## src/rtl/cam_pkg.sv

```systemverilog
// cam_pkg: shared FSM states, default geometry and RGB444 packing for the camera capture path
package cam_pkg;
  typedef enum logic [1:0] {IDLE, WAIT_VS, CAPTURE, DONE} cam_state_e;
  localparam int H_OUT_DEF = 320;
  localparam int V_OUT_DEF = 240;
  localparam int DEPTH_DEF = 76800;
  localparam int ADR_W_DEF = 19;
  localparam int CNT_W = 16;
  localparam int R_HI = 11, R_LO = 8, G_HI = 7, G_LO = 4, B_HI = 3, B_LO = 0;
  function automatic logic [11:0] rgb444(input logic [3:0] r, input logic [7:0] gb);
    logic [11:0] p;
    p[R_HI:R_LO] = r;
    p[G_HI:G_LO] = gb[7:4];
    p[B_HI:B_LO] = gb[3:0];
    return p;
  endfunction
endpackage

```

## src/rtl/cam_sync.sv

```systemverilog
// cam_sync: 2-flop synchronizers for the camera pins plus registered pclk tick and href/vsync edge pulses
//   in : clk_i, rst_n, cam_pclk_i, cam_href_i, cam_vsync_i, cam_data_i[7:0]
//   out: tick_o (pclk rising), href_o/data_o (sampled on tick), href_fall_o, vs_rise_o, vs_fall_o
module cam_sync (
  input  logic       clk_i,
  input  logic       rst_n,
  input  logic       cam_pclk_i,
  input  logic       cam_href_i,
  input  logic       cam_vsync_i,
  input  logic [7:0] cam_data_i,
  output logic       tick_o,
  output logic       href_o,
  output logic [7:0] data_o,
  output logic       href_fall_o,
  output logic       vs_rise_o,
  output logic       vs_fall_o
);
  logic [2:0] pclk_q, href_q, vs_q;
  logic [7:0] data1_q, data2_q, data_d;
  logic       tick_d, href_d, hfall_d, vrise_d, vfall_d;
  always_comb begin
    tick_d  = pclk_q[1] & ~pclk_q[2];
    href_d  = tick_d ? href_q[1] : href_o;
    data_d  = tick_d ? data2_q : data_o;
    hfall_d = ~href_q[1] & href_q[2];
    vrise_d = vs_q[1] & ~vs_q[2];
    vfall_d = ~vs_q[1] & vs_q[2];
  end
  always_ff @(posedge clk_i or negedge rst_n) begin
    if (!rst_n) begin
      pclk_q      <= '0;
      href_q      <= '0;
      vs_q        <= '0;
      data1_q     <= '0;
      data2_q     <= '0;
      tick_o      <= 1'b0;
      href_o      <= 1'b0;
      data_o      <= '0;
      href_fall_o <= 1'b0;
      vs_rise_o   <= 1'b0;
      vs_fall_o   <= 1'b0;
    end else begin
      pclk_q      <= {pclk_q[1:0], cam_pclk_i};
      href_q      <= {href_q[1:0], cam_href_i};
      vs_q        <= {vs_q[1:0], cam_vsync_i};
      data1_q     <= cam_data_i;
      data2_q     <= data1_q;
      tick_o      <= tick_d;
      href_o      <= href_d;
      data_o      <= data_d;
      href_fall_o <= hfall_d;
      vs_rise_o   <= vrise_d;
      vs_fall_o   <= vfall_d;
    end
  end
endmodule

```

## src/rtl/cam_capture.sv

```systemverilog
// cam_capture: OV7670 byte stream to RGB444 pixels, writes one armed frame into the frame-buffer RAM
//   in : clk_i, rst_n (async, active low), start_i, cam_pclk_i, cam_href_i, cam_vsync_i, cam_data_i[7:0]
//   out: we_o, adr_o[ADR_W-1:0], dat_o[11:0], busy_o, done_o, err_o
//   CAM_CAPTURE_DECIM_EN: 2x2 decimation of a 640x480 sensor stream
module cam_capture import cam_pkg::*; #(
  parameter int H_OUT = H_OUT_DEF,
  parameter int V_OUT = V_OUT_DEF,
  parameter int DEPTH = DEPTH_DEF,
  parameter int ADR_W = ADR_W_DEF
) (
  input  logic             clk_i,
  input  logic             rst_n,
  input  logic             start_i,
  input  logic             cam_pclk_i,
  input  logic             cam_href_i,
  input  logic             cam_vsync_i,
  input  logic [7:0]       cam_data_i,
  output logic             we_o,
  output logic [ADR_W-1:0] adr_o,
  output logic [11:0]      dat_o,
  output logic             busy_o,
  output logic             done_o,
  output logic             err_o
);
  localparam logic [CNT_W-1:0] H_LIM = CNT_W'(H_OUT);
  localparam logic [CNT_W-1:0] V_LIM = CNT_W'(V_OUT);
  localparam logic [ADR_W-1:0] LAST  = ADR_W'(DEPTH - 1);
  logic             tick, href, href_fall, vs_rise, vs_fall, vs_rise_q;
  logic [7:0]       data;
  cam_state_e       state_q, state_d;
  logic             phase_q, phase_d, pix_v, keep, last_wr, arm;
  logic             we_d, busy_d, done_d, err_d;
  logic [3:0]       r_q, r_d;
  logic [CNT_W-1:0] col_q, col_d, line_q, line_d;
  logic [ADR_W-1:0] adr_d;
  logic [11:0]      dat_d;
  cam_sync u_sync (
    .clk_i       (clk_i),
    .rst_n       (rst_n),
    .cam_pclk_i  (cam_pclk_i),
    .cam_href_i  (cam_href_i),
    .cam_vsync_i (cam_vsync_i),
    .cam_data_i  (cam_data_i),
    .tick_o      (tick),
    .href_o      (href),
    .data_o      (data),
    .href_fall_o (href_fall),
    .vs_rise_o   (vs_rise),
    .vs_fall_o   (vs_fall)
  );
`ifdef CAM_CAPTURE_DECIM_EN
  assign keep = ~col_q[0] & ~line_q[0] & ((col_q >> 1) < H_LIM) & ((line_q >> 1) < V_LIM);
`else
  assign keep = (col_q < H_LIM) & (line_q < V_LIM);
`endif
  always_comb begin
    pix_v   = tick & href & phase_q;
    phase_d = !href ? 1'b0 : tick ? ~phase_q : phase_q;
    r_d     = (tick & href & ~phase_q) ? data[3:0] : r_q;
    col_d   = href_fall ? '0 : pix_v ? col_q + CNT_W'(1) : col_q;
    line_d  = (href_fall && col_q != '0) ? line_q + CNT_W'(1) : line_q;
    last_wr = we_o & (adr_o == LAST);
    adr_d   = (we_o && !last_wr) ? adr_o + ADR_W'(1) : adr_o;
    arm     = start_i & (state_q == IDLE || state_q == DONE);
    state_d = state_q;
    done_d  = done_o;
    err_d   = err_o;
    if (arm) begin
      state_d = WAIT_VS;
      done_d  = 1'b0;
      err_d   = 1'b0;
    end else if (state_q == WAIT_VS && vs_fall) begin
      state_d = CAPTURE;
      col_d   = '0;
      line_d  = '0;
      adr_d   = '0;
    end else if (state_q == CAPTURE && last_wr) begin
      state_d = DONE;
      done_d  = 1'b1;
    end else if (state_q == CAPTURE && vs_rise_q) begin
      // vs_rise_q lags the tick by one cycle so a write from the same tick lands before err
      state_d = DONE;
      err_d   = 1'b1;
    end
    we_d   = (state_q == CAPTURE) & pix_v & keep;
    dat_d  = pix_v ? rgb444(r_q, data) : dat_o;
    busy_d = (state_d == WAIT_VS) || (state_d == CAPTURE);
  end
  always_ff @(posedge clk_i or negedge rst_n) begin
    if (!rst_n) begin
      state_q   <= IDLE;
      phase_q   <= 1'b0;
      r_q       <= '0;
      col_q     <= '0;
      line_q    <= '0;
      vs_rise_q <= 1'b0;
      we_o      <= 1'b0;
      adr_o     <= '0;
      dat_o     <= '0;
      busy_o    <= 1'b0;
      done_o    <= 1'b0;
      err_o     <= 1'b0;
    end else begin
      state_q   <= state_d;
      phase_q   <= phase_d;
      r_q       <= r_d;
      col_q     <= col_d;
      line_q    <= line_d;
      vs_rise_q <= vs_rise;
      we_o      <= we_d;
      adr_o     <= adr_d;
      dat_o     <= dat_d;
      busy_o    <= busy_d;
      done_o    <= done_d;
      err_o     <= err_d;
    end
  end
endmodule

```

## config.mk

```make
export PLATFORM = sky130hd
export DESIGN_NAME = cam_capture
export DESIGN_NICKNAME = d
export VERILOG_FILES = /design/src/rtl/cam_pkg.sv /design/src/rtl/cam_sync.sv /design/src/rtl/cam_capture.sv
export SDC_FILE = /design/constraint.sdc
export NUM_CORES = 1
export LEC_CHECK = 0
export ABC_AREA = 0
export CAP_MARGIN = 5
export CELL_PAD_IN_SITES_DETAIL_PLACEMENT = 0
export CELL_PAD_IN_SITES_GLOBAL_PLACEMENT = 2
export CORE_ASPECT_RATIO = 1.5
export CORE_MARGIN = 2
export CORE_UTILIZATION = 40
export CTS_CLUSTER_DIAMETER = 100
export CTS_CLUSTER_SIZE = 30
export DETAILED_ROUTE_END_ITERATION = 10
export GPL_ROUTABILITY_DRIVEN = 0
export GPL_TIMING_DRIVEN = 0
export PLACE_DENSITY_LB_ADDON = 0.1
export SLEW_MARGIN = 15
export SYNTH_ARGS = -nofsm -noshare
export SYNTH_HDL_FRONTEND = slang
export SYNTH_SLANG_ARGS = --single-unit
export TNS_END_PERCENT = 20
```

## constraint.sdc

```tcl
create_clock -name clk_i -period 5.4 [get_ports clk_i]
set_clock_uncertainty 0.1 [all_clocks]
set_input_delay 1.35 -clock clk_i [delete_from_list [all_inputs] [get_ports clk_i]]
set_output_delay 1.35 -clock clk_i [all_outputs]
set_load 0.05 [all_outputs]
```

* After elaboration in Yosys (flattened, before gate mapping)
Index checks and enable logic that the tools add are counted.
** Storage, ports and cells
- Register bits after elaboration :: 113
- Input bits :: 14
- Output and inout bits :: 35
- Word-level logic and storage cells :: 91
** Operators by class
- Add/sub/neg operators :: 3
- Magnitude comparators :: 2
- Equal/unequal tests :: 9
- Multiplexer cells :: 23
- Bitwise logic cells :: 17
- Reduce and logical (&&, ||, !) cells :: 14
** Operators with widths (number)
- 2-to-1 mux 16 bit :: 7
- 2-to-1 mux 19 bit :: 3
- adder 16 x 1 -> 16 bit, second input constant :: 2
- adder 19 x 1 -> 19 bit, second input constant :: 1
- equality test 19 x 17 -> 1 bit, second input constant :: 1
- less-than comparator 16 x 8 -> 1 bit, second input constant :: 1
- less-than comparator 16 x 9 -> 1 bit, second input constant :: 1
- nonzero test 16 bit :: 1
- AND 1 bit :: 12
- 2-to-1 mux 1 bit :: 9
- 2-to-1 mux 2 bit :: 4
- equality test 2 bit, second input constant :: 3
- logical AND 1 bit :: 5
- NOT 1 bit :: 5
- equality test 2 x 1 -> 1 bit, second input constant :: 2
- != test 2 bit, second input constant :: 2
- nonzero test 2 bit :: 2
- AND reduction 3 bit :: 1
- zero test 2 bit :: 1
- logical OR 1 bit :: 2
- != test 2 x 1 -> 1 bit, second input constant :: 1
- AND reduction 2 bit :: 1
- zero test 1 bit :: 1

* Depth between registers and ports, before layout
- Depth after elaboration :: 8
- Gate-level depth with buffers :: 9

* Modules after synthesis
Synthesis repeated with hierarchy kept, for this count alone.
** Unflattened totals
- Cells, all modules :: 434
- Area, all modules :: 4996.0 um^2
** By module, submodules not included
- cam_capture :: times used 1, cells an instance 382, area an instance 3857.4 um^2
- cam_sync :: times used 1, cells an instance 52, area an instance 1138.6 um^2

* Least setup slack after synthesis
OpenSTA, ideal clock, no wires.
- Path kind :: input port to flip-flop
- From :: input start_i
- To :: register col_q[12]
- Library setup time :: 0.132 ns
- Data arrival time :: 2.518 ns
- Data required time :: 5.168 ns
- Slack :: 2.650 ns
- Cell stages on the path :: 7
- Path buffers :: 3
- Path through :: and2_1 clkbuf_1 or2_1 clkbuf_1 nand2_1 clkbuf_1 nor2_1
** On the way
- Word-level cells in the longest chain between the ends :: 2
** Ends and longest elaborated chain
- start: declaration :: line cam_capture.sv:13 : input logic start_i,
- AND 1 bit :: line cam_capture.sv:64 : arm = start_i & (state_q == IDLE || state_q == DONE);
- 2-to-1 mux 16 bit :: line cam_capture.sv:68 : if (arm) begin
- via col_d[12] :: line cam_capture.sv:34 : logic [CNT_W-1:0] col_q, col_d, line_q, line_d;
- end signal: assignment :: line cam_capture.sv:107 : col_q <= col_d;
- end: declaration :: line cam_capture.sv:34
The timed path passes the listed nets, and every way through them passes these cells.
A chain may end at the register's enable or synchronous reset.

* Final worst setup path
- From :: register adr_o[14]
- To :: output adr_o[14]
** RTL lines
- start: declaration :: line cam_capture.sv:19 : output logic [ADR_W-1:0] adr_o,
- start signal: assignment :: line cam_capture.sv:111 : adr_o <= adr_d;
No word-level cell between the ends.

==> run metrics <==
final period utilization 59.05%; worst endpoint data arrival time 1.74 ns; RSZ-0062 raised after global routing false; Pint 1.877 mW; slowest CP cell clkdlybuf4s50_1; fin worst setup slack 2.211 ns; first-pass GRT wire length 16,600 um; post-synthesis compound-gate area fraction 5.059%; max capacitance violation total 0; Peak Freq 313.6 MHz; Switching Power 0.7728 mW; Util after Layout 52.72%; largest family of logic cells by synthesized area simple AND/OR/NAND/NOR gates; WL/cell 14.76 um; Initial Utilization 41.18%; R2R cell count 9; initial antenna violation count 0; CP delay by family, top buffers and inverters; top post-synthesis cells by area dfrtp_1 60%, nand2_1 4.7%, xor2_1 4.1%; Max-slew headroom 45.45%; RR Startpoint state_q[0]$_DFF_PN0_; setup TNS 0 ns; Startpoint Class register; CP Max Fanout 7; pre-CTS setup slack 1.809 ns; Critical Path Sink Type output port; Post-Synthesis Net Count 452; Total GRT Usage 16.91%; delay of the slowest critical-path stage 0.85 ns; Clock power frac 44.9%; CTS root buf clkbuf_16; DR iter-0 viols 144; predominant post-synthesis flop cell dfrtp_1; Die Span X 92.96 um; share of the synthesized area in the top cell type 59.55%; Core ar. 11,530 um2; DRC 0; yosys warns 0; Final ANT Viol Nets 0; htree depth 4; final setup violation count 0; # Post-CTS Setup Buffers 0; clock-pin transition on the worst setup and hold timing paths 0.05 ns; Hold Path Origin u_sync.href_q[0]$_DFF_PN0_; final hold vios 0; fin cells 663; Bufs on Longest Clock Path 2; #FFs+latches synth 113; Post-Synth Adder-Cell Area 1.581%; Post-synth EDFFs 0; Max VDD drop 295.6 uV; TritonCTS sink count 113; Tmin final 3.189 ns; worst-margin pin slew 0.8095 ns; count leader, synth dfrtp_1; Required @ worst endpoint 3.95 ns; R2R setup slack 2.85 ns; vias in the first global route 3,451; status finished clean; Pwr Density 435.9 nW/um2; Cell Chain, Critical Path clkdlybuf4s50_1; proportion of synthesized area in mux cells 3.531%; Post-Syn Area 4748 um2; worst skew pair latency 0.41 ns; TritonCTS buffer count 17; Antenna Cells 0; Netlist cell types 47; placed insts 631; area leader, netlist dfrtp_1; Slew Limit Fails 0; share of layout cells above drive strength 1 8.967%; Site Rows 48; gr ovfl total 0; fin nets 520; via count 3,355; Hold Path Class register to register; largest net degree at the start of global routing 64; hpwl dp 6730 um; Placed Area 5445 um2; IO buf count 48; IO Pins 49; Die Ht 137.4 um; synthesized area per cell 10.99 um2; ys async rst share 100.0%; Post-Synth Simple-Gate Area 21.24%; R2R Path End col_q[4]$_DFF_PN0_; number of detailed-route iterations in the first pass 4; CTS tree done; Net Sw Frac 29.16%; list of most frequent post-synthesis cells 113 x dfrtp_1, 59 x nand2_1, 47 x nor2_1, 22 x xor2_1, 17 x nand4_1; Die ar. 12,780 um2; CTS Hold Buffers Added 0; Pleak 2.673 nW; Worst Hold Depth 0; Cells after Synth 432; post-layout instance area 6080 um2; Layout area overhead 28.04%; post-DR vias/cell 5.060; Reg power frac 37.6%; sequential area share after synthesis 59.55%; final wirelength 9786 um; Post-CTS Resized 0; Post-Synth XOR/XNOR Area 6.825%; combinational power share 17.5%; CP bufs+invs 1; WHS Endpoint u_sync.href_q[1]$_DFF_PN0_; crit path kind register to output port
## cell type report
class | instances | area (um2)
inverters | 14 | 52.55
clock inverters | 15 | 209.0
plain buffers | 13 | 52.55
flip-flops and latches | 113 | 2828
multi-input cells | 292 | 1815
fillers | 1045 | 5451
repair buffers | 49 | 509.2
clock buffers | 17 | 425.4
well taps | 150 | 187.7
## power groups by stage
stage / sequential [mW] / clock, mW / combinational [mW]
detailed placement: 1.01 / 0 / 0.468
floorplan: 1.17 / 0 / 0.132
CTS: 1.00 / 1.21 / 0.471
global route: 1.01 / 1.25 / 0.502
finish: 0.998 / 1.19 / 0.463
global placement: 1.01 / 0 / 0.460
## layout by cell type, fill, tap and decap left out, drive strengths merged, types with 4 or more instances in the layout
cell type      synthesis  routed
nor2                  48      48
nand4                 18      18
ha                     6       6
clkbuf                12      29
xor2                  22      22
mux2                  14      14
nand2                 59      59
o21ai                  8       8
nor3                  10      10
and4                   4       4
nor2b                  4       4
clkdlybuf4s50          0      47
bufinv                 0       4
and3                   8       8
xnor2                 15      15
nand3                 16      16
a21oi                 12      12
clkinv                 0       9
inv                   14      16
dfrtp                113     113
nor4                   7       7
or3                    5       5
o31ai                  4       4
or4                    4       4
## routing by layer
metal  GRT usage [%]  up-vias  share of wire [%]
met5               0        -                  0
met4           8.007        0                1.8
met3           4.103       12                3.4
met2           29.59       66                 53
met1           19.37     1637                 42
li1                -     1640                  -
## per-stage QoR
step                      hold WS (ns)  power (mW)
after floorplan                 0.2312       1.305
after global placement          0.2318       1.470
after detailed placement        0.2347       1.480
after CTS                       0.2476       2.683
after global routing            0.2564       2.768
final                           0.2455       2.650
## worst max-delay path by stage
stage	from	to	cells after the start
floorplan	start_i	col_q[12]$_DFF_PN0_	7
CTS	adr_o[15]$_DFF_PN0_	adr_o[15]	1
global route	start_i	col_q[12]$_DFF_PN0_	8
detailed placement	start_i	col_q[5]$_DFF_PN0_	8
finish	adr_o[14]$_DFF_PN0_	adr_o[14]	1
global placement	rst_n	u_sync.data1_q[4]$_DFF_PN0_	1
## registers in the layout, summed over array words and instances, names as in the netlist, 4 cells and up
register / flops
line_q: 16
u_sync.data2_q: 8
dat_o: 12
col_q: 16
r_q: 4
u_sync.data_o: 8
adr_o: 19
u_sync.data1_q: 8
## cell families after synthesis
kind of cell    after synthesis
compound gates               36
xor+xnor                     37
fa+ha+maj                     6
buf+inv                      27
flops                       113
mux                          15
simple gates                198
No activity file was read; power rests on OpenSTA's default activity.
